$ cat src/rtl/cpu_isa_pkg.sv
// -----------------------------------------------------------------------------
// cpu_isa_pkg
// Shared ISA definitions: I-type opcodes used by the decoder, the control unit
// and the immediate encoder, the immediate-encoder FSM state type, and a
// helper that packs an I-type instruction word.
// -----------------------------------------------------------------------------
package cpu_isa_pkg;

    localparam logic [5:0] OP_BEQ   = 6'h04;
    localparam logic [5:0] OP_BNE   = 6'h05;
    localparam logic [5:0] OP_ADDIU = 6'h09;
    localparam logic [5:0] OP_ORI   = 6'h0D;
    localparam logic [5:0] OP_LUI   = 6'h0F;

    typedef enum logic [1:0] {
        ST_IDLE  = 2'd0,
        ST_EMIT1 = 2'd1,
        ST_EMIT2 = 2'd2
    } enc_state_t;

    // I-type layout: opcode | rs | rt | imm16
    function automatic logic [31:0] itype(input logic [5:0]  op,
                                          input logic [4:0]  rs,
                                          input logic [4:0]  rt,
                                          input logic [15:0] imm);
        return {op, rs, rt, imm};
    endfunction

endpackage

$ cat src/rtl/imm_classify.sv
// -----------------------------------------------------------------------------
// imm_classify
// Purely combinational classifier for the immediate encoder. Picks the shortest
// instruction sequence that rebuilds a 32-bit constant (load mode), or the
// beq/bne word for a branch target (branch mode).
//
// Ports:
//   i_value   constant (load) or branch target (branch)
//   i_mode    0 = load, 1 = branch
//   i_pc      address of the branch instruction (branch mode only)
//   i_rs      branch first source register
//   i_rt      load destination / branch second source register
//   i_bne     branch mode: 0 = beq, 1 = bne
//   o_first   first instruction word
//   o_second  second instruction word (only meaningful when o_two)
//   o_two     request needs two instructions
//   o_ok      request is encodable
// -----------------------------------------------------------------------------
module imm_classify
    import cpu_isa_pkg::*;
(
    input  logic [31:0] i_value,
    input  logic        i_mode,
    input  logic [31:0] i_pc,
    input  logic [4:0]  i_rs,
    input  logic [4:0]  i_rt,
    input  logic        i_bne,
    output logic [31:0] o_first,
    output logic [31:0] o_second,
    output logic        o_two,
    output logic        o_ok
);

    logic [31:0] w_d;
    logic        w_sext_fits;
    logic        w_hi_zero;
    logic        w_lo_zero;
    logic        w_br_ok;

    // Branch displacement is relative to the delay-slot address.
    assign w_d = i_value - (i_pc + 32'd4);

    // A value survives sign extension from 16 bits when bits 31..15 agree.
    assign w_sext_fits = (i_value[31:15] == {17{i_value[15]}});
    assign w_hi_zero   = (i_value[31:16] == 16'h0000);
    assign w_lo_zero   = (i_value[15:0]  == 16'h0000);

    // Word-aligned and within the signed 18-bit byte range of a 16-bit word offset.
    assign w_br_ok = (w_d[1:0] == 2'b00) && (w_d[31:17] == {15{w_d[17]}});

    always_comb begin
        o_first  = '0;
        o_second = '0;
        o_two    = 1'b0;
        o_ok     = 1'b1;
        if (i_mode) begin
            o_ok    = w_br_ok;
            o_first = itype(i_bne ? OP_BNE : OP_BEQ, i_rs, i_rt, w_d[17:2]);
        end else if (w_sext_fits) begin
            o_first = itype(OP_ADDIU, 5'd0, i_rt, i_value[15:0]);
        end else if (w_hi_zero) begin
            o_first = itype(OP_ORI, 5'd0, i_rt, i_value[15:0]);
        end else if (w_lo_zero) begin
            o_first = itype(OP_LUI, 5'd0, i_rt, i_value[31:16]);
        end else begin
            o_two    = 1'b1;
            o_first  = itype(OP_LUI, 5'd0, i_rt, i_value[31:16]);
            o_second = itype(OP_ORI, i_rt, i_rt, i_value[15:0]);
        end
    end

endmodule

$ cat src/rtl/imm_encoder.sv
// -----------------------------------------------------------------------------
// imm_encoder
// Sequential immediate encoder: turns a constant load or a branch request into
// one or two MIPS instructions streamed out over a valid/ready interface.
//
// Ports:
//   clk, reset            clock; asynchronous active-low reset
//   in_valid / in_ready   request handshake (in_ready decodes the state)
//   in_mode, in_bne       0 = load / 1 = branch; beq vs bne
//   in_rs, in_rt          register fields
//   in_value, in_pc       constant or branch target; branch address
//   out_valid / out_ready instruction handshake
//   out_instr, out_last   instruction word; marks final word of a request
//   err                   one-cycle pulse for a dropped unencodable request
// -----------------------------------------------------------------------------
module imm_encoder
    import cpu_isa_pkg::*;
(
    input  logic        clk,
    input  logic        reset,
    input  logic        in_valid,
    output logic        in_ready,
    input  logic        in_mode,
    input  logic        in_bne,
    input  logic [4:0]  in_rs,
    input  logic [4:0]  in_rt,
    input  logic [31:0] in_value,
    input  logic [31:0] in_pc,
    output logic        out_valid,
    input  logic        out_ready,
    output logic [31:0] out_instr,
    output logic        out_last,
    output logic        err
);

    enc_state_t  r_state;
    logic        r_out_valid;
    logic [31:0] r_out_instr;
    logic        r_out_last;
    logic        r_err;
    logic [31:0] r_second;
    logic        r_two;

    logic [31:0] w_first;
    logic [31:0] w_second;
    logic        w_two;
    logic        w_ok;
    logic        w_accept;

    imm_classify u_classify (
        .i_value  (in_value),
        .i_mode   (in_mode),
        .i_pc     (in_pc),
        .i_rs     (in_rs),
        .i_rt     (in_rt),
        .i_bne    (in_bne),
        .o_first  (w_first),
        .o_second (w_second),
        .o_two    (w_two),
        .o_ok     (w_ok)
    );

    // Gated with reset so no request can appear accepted while the block is held.
    assign in_ready = (r_state == ST_IDLE) && reset;
    assign w_accept = in_valid && in_ready;

    always_ff @(posedge clk or negedge reset) begin
        if (!reset) begin
            r_state     <= ST_IDLE;
            r_out_valid <= 1'b0;
            r_out_instr <= '0;
            r_out_last  <= 1'b0;
            r_err       <= 1'b0;
            r_second    <= '0;
            r_two       <= 1'b0;
        end else begin
            r_err <= 1'b0;
            case (r_state)
                ST_IDLE: begin
                    if (w_accept) begin
                        if (w_ok) begin
                            r_out_valid <= 1'b1;
                            r_out_instr <= w_first;
                            r_out_last  <= !w_two;
                            r_second    <= w_second;
                            r_two       <= w_two;
                            r_state     <= ST_EMIT1;
                        end else begin
                            r_err <= 1'b1;
                        end
                    end
                end
                ST_EMIT1: begin
                    if (out_ready) begin
                        if (r_two) begin
                            // out_valid stays high straight into the second word.
                            r_out_instr <= r_second;
                            r_out_last  <= 1'b1;
                            r_state     <= ST_EMIT2;
                        end else begin
                            r_out_valid <= 1'b0;
                            r_out_last  <= 1'b0;
                            r_state     <= ST_IDLE;
                        end
                    end
                end
                ST_EMIT2: begin
                    if (out_ready) begin
                        r_out_valid <= 1'b0;
                        r_out_last  <= 1'b0;
                        r_state     <= ST_IDLE;
                    end
                end
                default: begin
                    r_out_valid <= 1'b0;
                    r_out_last  <= 1'b0;
                    r_state     <= ST_IDLE;
                end
            endcase
        end
    end

    assign out_valid = r_out_valid;
    assign out_instr = r_out_instr;
    assign out_last  = r_out_last;
    assign err       = r_err;

endmodule

$ cat config.mk
export PLATFORM = sky130hd
export DESIGN_NAME = imm_encoder
export DESIGN_NICKNAME = d
export VERILOG_FILES = /design/src/rtl/cpu_isa_pkg.sv /design/src/rtl/imm_classify.sv /design/src/rtl/imm_encoder.sv
export SDC_FILE = /design/constraint.sdc
export NUM_CORES = 1
export LEC_CHECK = 0
export CAP_MARGIN = 20
export CORE_ASPECT_RATIO = 0.6
export CORE_UTILIZATION = 40
export DETAILED_ROUTE_END_ITERATION = 6
export PLACE_DENSITY = 0.7
export SLEW_MARGIN = 20
export SYNTH_ARGS = -nofsm -noshare
export SYNTH_HDL_FRONTEND = slang
export SYNTH_SLANG_ARGS = --single-unit
$ cat constraint.sdc
create_clock -name clk -period 4.2 [get_ports clk]
set_input_delay 1.26 -clock clk [delete_from_list [all_inputs] [get_ports clk]]
set_output_delay 1.26 -clock clk [all_outputs]
set_load 0.01 [all_outputs]
==> results of run 1 <==
==> what timing repair did <==
action                     4_1_cts  5_1_grt
hold endpoints to repair         0        0
hold buffers                     0        0
setup endpoints to repair       56       56
gates resized for setup        267      170
setup buffers                   34       27
pin swaps                      129      113
cloned                           1        2
==> metal layers <==
layer,vias to the layer above,global-route usage,wire (um)
met3,83,0.0619,2960
li1,3321,-,-
met5,-,0,0
met2,502,0.489,11500
met4,0,0.0697,758
met1,3590,0.455,11500
==> logic make-up after synthesis <==
logic type               synth area share
adder cells (fa/ha/maj)             0.132
other                            0.000631
buffers and inverters               0.115
XOR/XNOR                           0.0295
AO/OA/AOI/OAI                       0.272
flip-flops                          0.240
multiplexers                       0.0305
AND/OR/NAND/NOR                     0.181
==> worst paths after layout <==
kind	cells after the start	to	slack [ps]
worst max-delay path	17	out_instr[14]	-370
worst min-delay path	1	r_second[11]	480
worst max register to register	6	out_instr[25]	1960
max in group asynchronous	2	out_instr[24]	2510
worst min register to register	1	r_second[11]	480
min in group asynchronous	2	out_valid	1200
==> sequential cells by signal, summed over array words and instances, names as in the netlist <==
register / flops
out_last: 1
err: 1
out_instr: 30
r_second: 22
out_valid: 1
r_state: 2
==> stage by stage <==
stage / util / cell area, um2
global route: 0.724 / 10500
finish: 0.724 / 10500
floorplan: - / 6180
CTS: 0.684 / 9930
detailed placement: 0.590 / 8560
global placement: 0.590 / 8560
==> synth_stat cells, types with 17 or more instances <==
cell,n,area (um2)
o22ai_1,20,125
o21ai_0,50,250
a21o_1,33,248
clkbuf_1,23,86.3
dfrtp_1,57,1430
ha_1,61,763
nand4_1,19,119
mux2i_1,17,170
a21oi_1,41,205
nor2_1,23,86.3
a32oi_1,25,219
nand2_1,52,195
inv_1,121,454
and3_1,26,163
==> report_power, final <==
part	switching, mW	internal [mW]	leakage, nW
Combinational	1.15	1.22	4.22
Sequential	0.121	0.734	0.667
Clock	0.257	0.461	0.149
Total	1.53	2.42	5.04
==> cells in the final DEF (no fill, tap or decap), types with 9 or more instances in the layout <==
master,synthesis,layout
buf_4,2,187
buf_6,4,32
nor3_2,0,9
nor4_1,11,9
nand2_1,52,45
a21oi_4,0,9
a21oi_2,1,12
o21ai_2,0,12
clkdlybuf4s50_1,0,55
dfrtp_1,57,57
nand4_1,19,19
dlymetal6s2s_1,0,9
a32oi_1,25,19
inv_1,121,79
nor2_1,23,18
and3_1,26,25
o21ai_0,50,30
mux2i_1,17,17
clkbuf_2,1,26
inv_2,0,39
a21oi_1,41,21
ha_1,61,16
ha_4,0,42
clkbuf_16,0,12
nand3_1,16,13
a21o_1,33,32
xnor2_1,12,10
o22ai_1,20,20
==> worst register-to-register path: cells and delay by family, from the launching register on <==
kind / cells / cell delay, ps
flops: 1 / 440
buf+inv: 2 / 690
compound gates: 2 / 360
simple gates: 2 / 630
==> final cells by class <==
cell class	instances	area [um2]
multi-input combinational	533	5220
fill	1000	4000
timing repair buffer	333	2860
sequential	57	1430
inverter	122	465
clock buffer	14	284
tap	198	248
clock inverter	2	10.0
==> flow_summary_export.csv, run 1 <==
group,metric,value,unit
detailed_routing,routed_wirelength,26800,um
clock_network,cts.htree.levels,3,
worst_setup_path,start_kind,"input port",
run_status,status,"finished with violations",
worst_setup_path,cpPeakStageDelay,460,ps
timing,whs,482,ps
synthesis,synth_edf_count,0,
timing,setup-violations-final,55,
layout,layoutNonFillerInstCount,1259,
flow_run,maxCapViolCount,0,
worst_setup_path,critPathMaxFanout,7,
synthesis,synthCells,757,
synthesis,async_flop_share,1.00,
timing,relSlewSlack,0.474,
global_route,grt_overflow_total,0,
die,core-area,14500,um2
place,dp.final_hpwl,17400,um
global_route,antenna_found_initial,0,
clock_network,cts_root_buf,"clkbuf_16",
timing,max_slew.worst_pin.slew,789,ps
die,io_pins,116,
die,dieArea,15400,um2
layout,diodes,0,
worst_setup_path,rr_startpoint,"r_state[1]",
worst_setup_path,worstSetupEndpointType,"register",
synthesis,synthesis.area,5940,um2
die,row_count,34,
worst_setup_path,crit_start,"in_pc[10]",
worst_setup_path,arrival,4790,ps
run_status,violations,"negative setup slack",
timing,rsz0062_at_grt,"yes",
timing,slew_viol_final,0,
clock_network,cts_sinks,57,
power_and_ir_drop,p_per_area,375,nW/um2
synthesis,ys_ff_latch,57,
detailed_routing,vias_per_cell,5.95,
global_route,track_usage,0.316,
synthesis,yosysWarnings,0,
timing,hold_viol_final,0,
die,die_w,159,um
worst_setup_path,cp_slowest_cell,"a221o_2",
timing,setup_slack,-366,ps
global_route,grt_pass1_vias,6948,
place,placedCellCount,1187,
clock_network,worstSkewPairLatency,340,ps
clock_network,clk_pin_slew_worst_paths,50,ps
detailed_routing,ant_nets,0,
worst_setup_path,critical_path_class,"input port to register",
power_and_ir_drop,ir_drop,0.246,mV
detailed_routing,routed-via-count,7496,
detailed_routing,dr.pass1.iters,5,
detailed_routing,wl_per_cell,21.3,um
clock_network,cts_buffers,9,
layout,final_layout_size_suffix_gt1_frac,0.460,
worst_setup_path,critical_path.top_delay_family,"compound AO/OA/AOI/OAI gates",
place,place_ws,-1150,ps
detailed_routing,route.detailed.drc,0,
worst_setup_path,critPathMostFrequentCell,"buf_4",
timing,skew,10.5,ps
timing,timing.final.crit_share,1.09,
worst_setup_path,required,4420,ps
die,fp.dieH,96.4,um
synthesis,ys.flop_type,"dfrtp_1",
synthesis,syn_avg_cell_area,7.85,um2
min_path,hold_path_class,"register to register",
power_and_ir_drop,power.total,3.95,mW
worst_setup_path,crit_buf_inv,5,
timing,fmax,0.219,GHz
global_route,grt_pass1_wl,37400,um
place,gp_congestion,0.961,
layout,nets,1198,
synthesis,seq_area_frac_synth,0.240,
die,start_util,0.410,
worst_setup_path,path_cells,"clkdlybuf4s15_1 > ha_1 > inv_2 > ha_4 > a21oi_1 > buf_4 > o21ai_1 > a2bb2oi_4 > buf_4 > a211oi_2 > nand3b_1 > and2_1 > o2bb2ai_2 > o2111a_2 > a221o_2 > buf_6 > a32o_1",
timing,period_minus_slack,4570,ps
clock_network,clockBufferDepth,2,
place,portBuffers,113,
global_route,grt_max_degree,58,
detailed_routing,first_iter_violations,833,
synthesis,ys_types,76,
min_path,holdCritStartpoint,"r_second[11]",
layout,area_delta_synth_final,76.9,%
timing,timing.setup.tns,-15710,ps
clock_network,cts_tree,"built",
power_and_ir_drop,p_leak,5.04,nW
Power figures use the tool's default switching activity.
==> run 2, diff against run 1 <==
CTS_CLUSTER_DIAMETER = 30   (was unset)
==> results of run 2 <==
Final layout, timing and power as in run 1 (identical DEF).
==> run 3, diff against run 2 <==
CELL_PAD_IN_SITES_DETAIL_PLACEMENT = 2   (was unset)
CELL_PAD_IN_SITES_GLOBAL_PLACEMENT = 2   (was unset)
CORE_UTILIZATION = 33   (was 40)
GPL_ROUTABILITY_DRIVEN = 0   (was unset)
PLACE_DENSITY = 0.93   (was 0.7)
==> flow_summary_export.csv, run 3 <==
group,metric,value,unit
synthesis,yosysWarnings,0,
die,die_w,175,um
synthesis,ys_types,76,
synthesis,ys.flop_type,"dfrtp_1",
run_status,tool.error,"[ERROR DPL-0033] detailed placement checks failed during check placement.",
synthesis,synth.largest_area_cell,"dfrtp_1",
run_status,status,"did not finish",
synthesis,seq_area_frac_synth,0.240,
synthesis,synthesis.area,5940,um2
clock_network,cts_sinks,57,
clock_network,postCtsSetupBuffers,33,
clock_network,cts_hold_buffers,0,
synthesis,synth_edf_count,0,
place,portBuffers,113,
clock_network,cts_buffers,9,
place,dpl-instance-area,8560,um2
synthesis,yosys-top-cells-count,"inv_1, ha_1, dfrtp_1, nand2_1, o21ai_0",
place,place_ws,-1820,ps
synthesis,synthCells,757,
synthesis,async_flop_share,1.00,
clock_network,cts_root_buf,"clkbuf_16",
clock_network,clockBufferDepth,2,
die,fp.dieH,106,um
synthesis,synth_most_common_cell,"inv_1",
clock_network,cts_resized,223,
synthesis,netlist_top_cells_area,"dfrtp_1, ha_1, inv_1",
synthesis,netlist.area_leader.share,0.240,
die,io_pins,116,
run_status,flow.stopped_at,"4_1_cts",
synthesis,syn_avg_cell_area,7.85,um2
die,start_util,0.342,
clock_network,cts.htree.levels,3,
die,row_count,37,
place,dp.final_hpwl,28100,um
synthesis,ys_ff_latch,57,
==> run 3: cell counts after synthesis <==
No cell type changed its count.
==> run 3: logic make-up after synthesis <==
group,after synthesis,share of synthesized area
buffers and inverters,168,0.115
other,1,0.000631
adders and majority gates,62,0.132
xor gates and xnor gates,20,0.0295
muxes,18,0.0305
AOI/OAI and AO/OA,232,0.272
and+or+nand+nor,199,0.181
DFF,57,0.240
==> run 3: through the flow <==
step / setup TNS (ps) / cells
3_5_place_dp: -91850 / 1217
2_1_floorplan: -2420 / 758
3_3_place_gp: -61880 / 1217
==> run 4, diff against run 3 <==
CELL_PAD_IN_SITES_DETAIL_PLACEMENT = unset   (was 2)
CELL_PAD_IN_SITES_GLOBAL_PLACEMENT = unset   (was 2)
CORE_ASPECT_RATIO = unset   (was 0.6)
CTS_CLUSTER_DIAMETER = unset   (was 30)
PLACE_DENSITY = unset   (was 0.93)
PLACE_DENSITY_LB_ADDON = 0.15   (was unset)
==> flow_summary_export.csv, run 4 (synthesized netlist as in run 1, its figures left out) <==
group,metric,value,unit
worst_setup_path,critPathMaxFanout,5,
detailed_routing,route.detailed.drc,0,
detailed_routing,dr.pass1.iters,5,
power_and_ir_drop,p_sw_frac,0.358,
detailed_routing,routed-via-count,6744,
worst_setup_path,reg2reg_setup_slack,1980,ps
run_status,status,"finished with violations",
layout,utilization,0.583,
worst_setup_path,cp_slowest_cell,"a221o_2",
clock_network,cts_buffers,9,
clock_network,cts_sinks,57,
global_route,grt_pass1_wl,35300,um
layout,diodes,0,
layout,seq_area,1430,um2
power_and_ir_drop,ir_drop,0.318,mV
power_and_ir_drop,p_per_area,381,nW/um2
layout,layout.cells.most_common,"buf_4",
layout,area_delta_synth_final,70.9,%
place,place_ws,-1080,ps
power_and_ir_drop,p_int,2.49,mW
global_route,grt_pass1_vias,6792,
worst_setup_path,worstSetupEndpointType,"register",
die,dieArea,18500,um2
clock_network,cts_tree,"built",
timing,rsz0062_at_grt,"yes",
detailed_routing,vias_per_cell,5.42,
clock_network,clk_pin_slew_worst_paths,50,ps
worst_setup_path,critical_path_class,"input port to register",
global_route,track_usage,0.247,
worst_setup_path,cpPeakStageDelay,440,ps
timing,fmax,0.218,GHz
die,die_w,136,um
layout,fillers,1543,
die,start_util,0.341,
worst_setup_path,worst-path-stages,18,
worst_setup_path,required,4430,ps
clock_network,cts.htree.levels,3,
clock_network,cts_root_buf,"clkbuf_16",
power_and_ir_drop,power.total,3.87,mW
die,core-area,17400,um2
place,dp.final_hpwl,17300,um
place,dpl-instance-area,8420,um2
layout,final_cell_mix,"buf_4, inv_1, dfrtp_1",
clock_network,worstSkewPairLatency,330,ps
clock_network,clockBufferDepth,2,
worst_setup_path,start_kind,"input port",
power_and_ir_drop,switchingPower,1.39,mW
layout,final_layout_size_suffix_gt1_frac,0.385,
layout,nets,1157,
worst_setup_path,rr_startpoint,"r_state[0]",
power_and_ir_drop,p_leak,4.89,nW
die,io_pins,116,
worst_setup_path,r2r-end,"out_instr[25]",
detailed_routing,first_iter_violations,403,
run_status,violations,"negative setup slack",
timing,timing.setup.tns,-12650,ps
timing,timing.final.crit_share,1.09,
min_path,hold_path_class,"register to register",
global_route,grt_max_degree,58,
worst_setup_path,r2r_cells,5,
timing,setup-violations-final,55,
layout,multi_input_area,5040,um2
timing,max_slew.worst_pin.slew,881,ps
worst_setup_path,crit_buf_inv,6,
die,row_count,48,
timing,relSlewSlack,0.411,
worst_setup_path,endpoint,"out_instr[19]",
detailed_routing,routed_wirelength,23100,um
global_route,antenna_found_initial,0,
timing,period_minus_slack,4580,ps
layout,design_area,10200,um2
detailed_routing,wl_per_cell,18.6,um
power_and_ir_drop,pwr-share-seq,0.221,
detailed_routing,ant_nets,0,
power_and_ir_drop,clkPwrFrac,0.225,
timing,hold_viol_final,0,
flow_run,maxCapViolCount,0,
min_path,holdCritStartpoint,"r_second[13]",
worst_setup_path,crit_start,"in_value[5]",
global_route,grt_overflow_total,0,
die,fp.dieH,136,um
place,portBuffers,113,
layout,largest_reg_flops,30,
power_and_ir_drop,pwr-share-comb,0.555,
worst_setup_path,path_cells,"buf_6 > inv_2 > ha_4 > inv_2 > ha_4 > and2_4 > a221oi_4 > a211oi_4 > o31a_1 > buf_4 > or3_4 > nand4_1 > o31ai_4 > o2111a_2 > a221o_2 > buf_6 > clkbuf_16 > a32oi_2",
timing,slew_viol_final,0,
worst_setup_path,arrival,4820,ps
worst_setup_path,critical_path.top_delay_family,"compound AO/OA/AOI/OAI gates",
timing,setup_slack,-382,ps
timing,skew,6.40,ps
run 4: cell type report:
| class | count | area share |
|---|---|---|
| Sequential cell | 57 | 0.140 |
| Timing Repair Buffer | 292 | 0.254 |
| Clock inverter | 4 | 0.00961 |
| Inverter | 122 | 0.0458 |
| Multi-Input combinational cell | 533 | 0.497 |
| Tap cell | 225 | 0.0277 |
| Clock buffer | 12 | 0.0262 |
run 4: what timing repair did:
item | in CTS | in global routing
setup buffers | 19 | 21
gates resized for setup | 171 | 158
hold buffers | 0 | 0
gates cloned | 3 | 2
endpoints found under the setup margin | 56 | 56
pin swaps | 58 | 119
run 4: how the worst min path moves through the flow:
stage	end	slack [ps]	cells past startpoint
final	r_second[13]	480	1
after global routing	r_second[6]	490	1
after CTS	r_second[1]	480	1
after detailed placement	r_second[1]	470	1
after global placement	r_second[0]	460	1
after floorplan	r_second[0]	450	1
run 4: metal layers:
layer  global-route usage  wire length (um)  share of wire
met3               0.0209               820          0.035
met5                    0                 0              0
met2                0.436             11900           0.51
met1                0.302              9690           0.42
met4                0.114               770          0.033
run 4: power by group through the flow:
| stage | clock network, mW | registers, mW | logic (mW) |
|---|---|---|---|
| finish | 0.870 | 0.855 | 2.15 |
| global route | 0.908 | 0.879 | 2.31 |
| global placement | 0 | 0.852 | 1.70 |
| detailed placement | 0 | 0.861 | 1.73 |
| CTS | 0.881 | 0.855 | 1.95 |
| floorplan | 0 | 0.896 | 0.861 |
run 4: through the flow:
| stage | hold WS (ps) | instances |
|---|---|---|
| 3_3_place_gp | 461 | 1190 |
| 6_report | 477 | 1245 |
| 5_1_grt | 487 | 1245 |
| 4_1_cts | 478 | 1226 |
| 3_5_place_dp | 467 | 1190 |
| 2_1_floorplan | 450 | 758 |
run 4: worst register-to-register path, stage by stage (launching register included):
cell	delay, ps
dfrtp_1	430
nor2b_1	150
buf_4	310
nand2_1	590
o21ai_0	500
a32oi_2	100
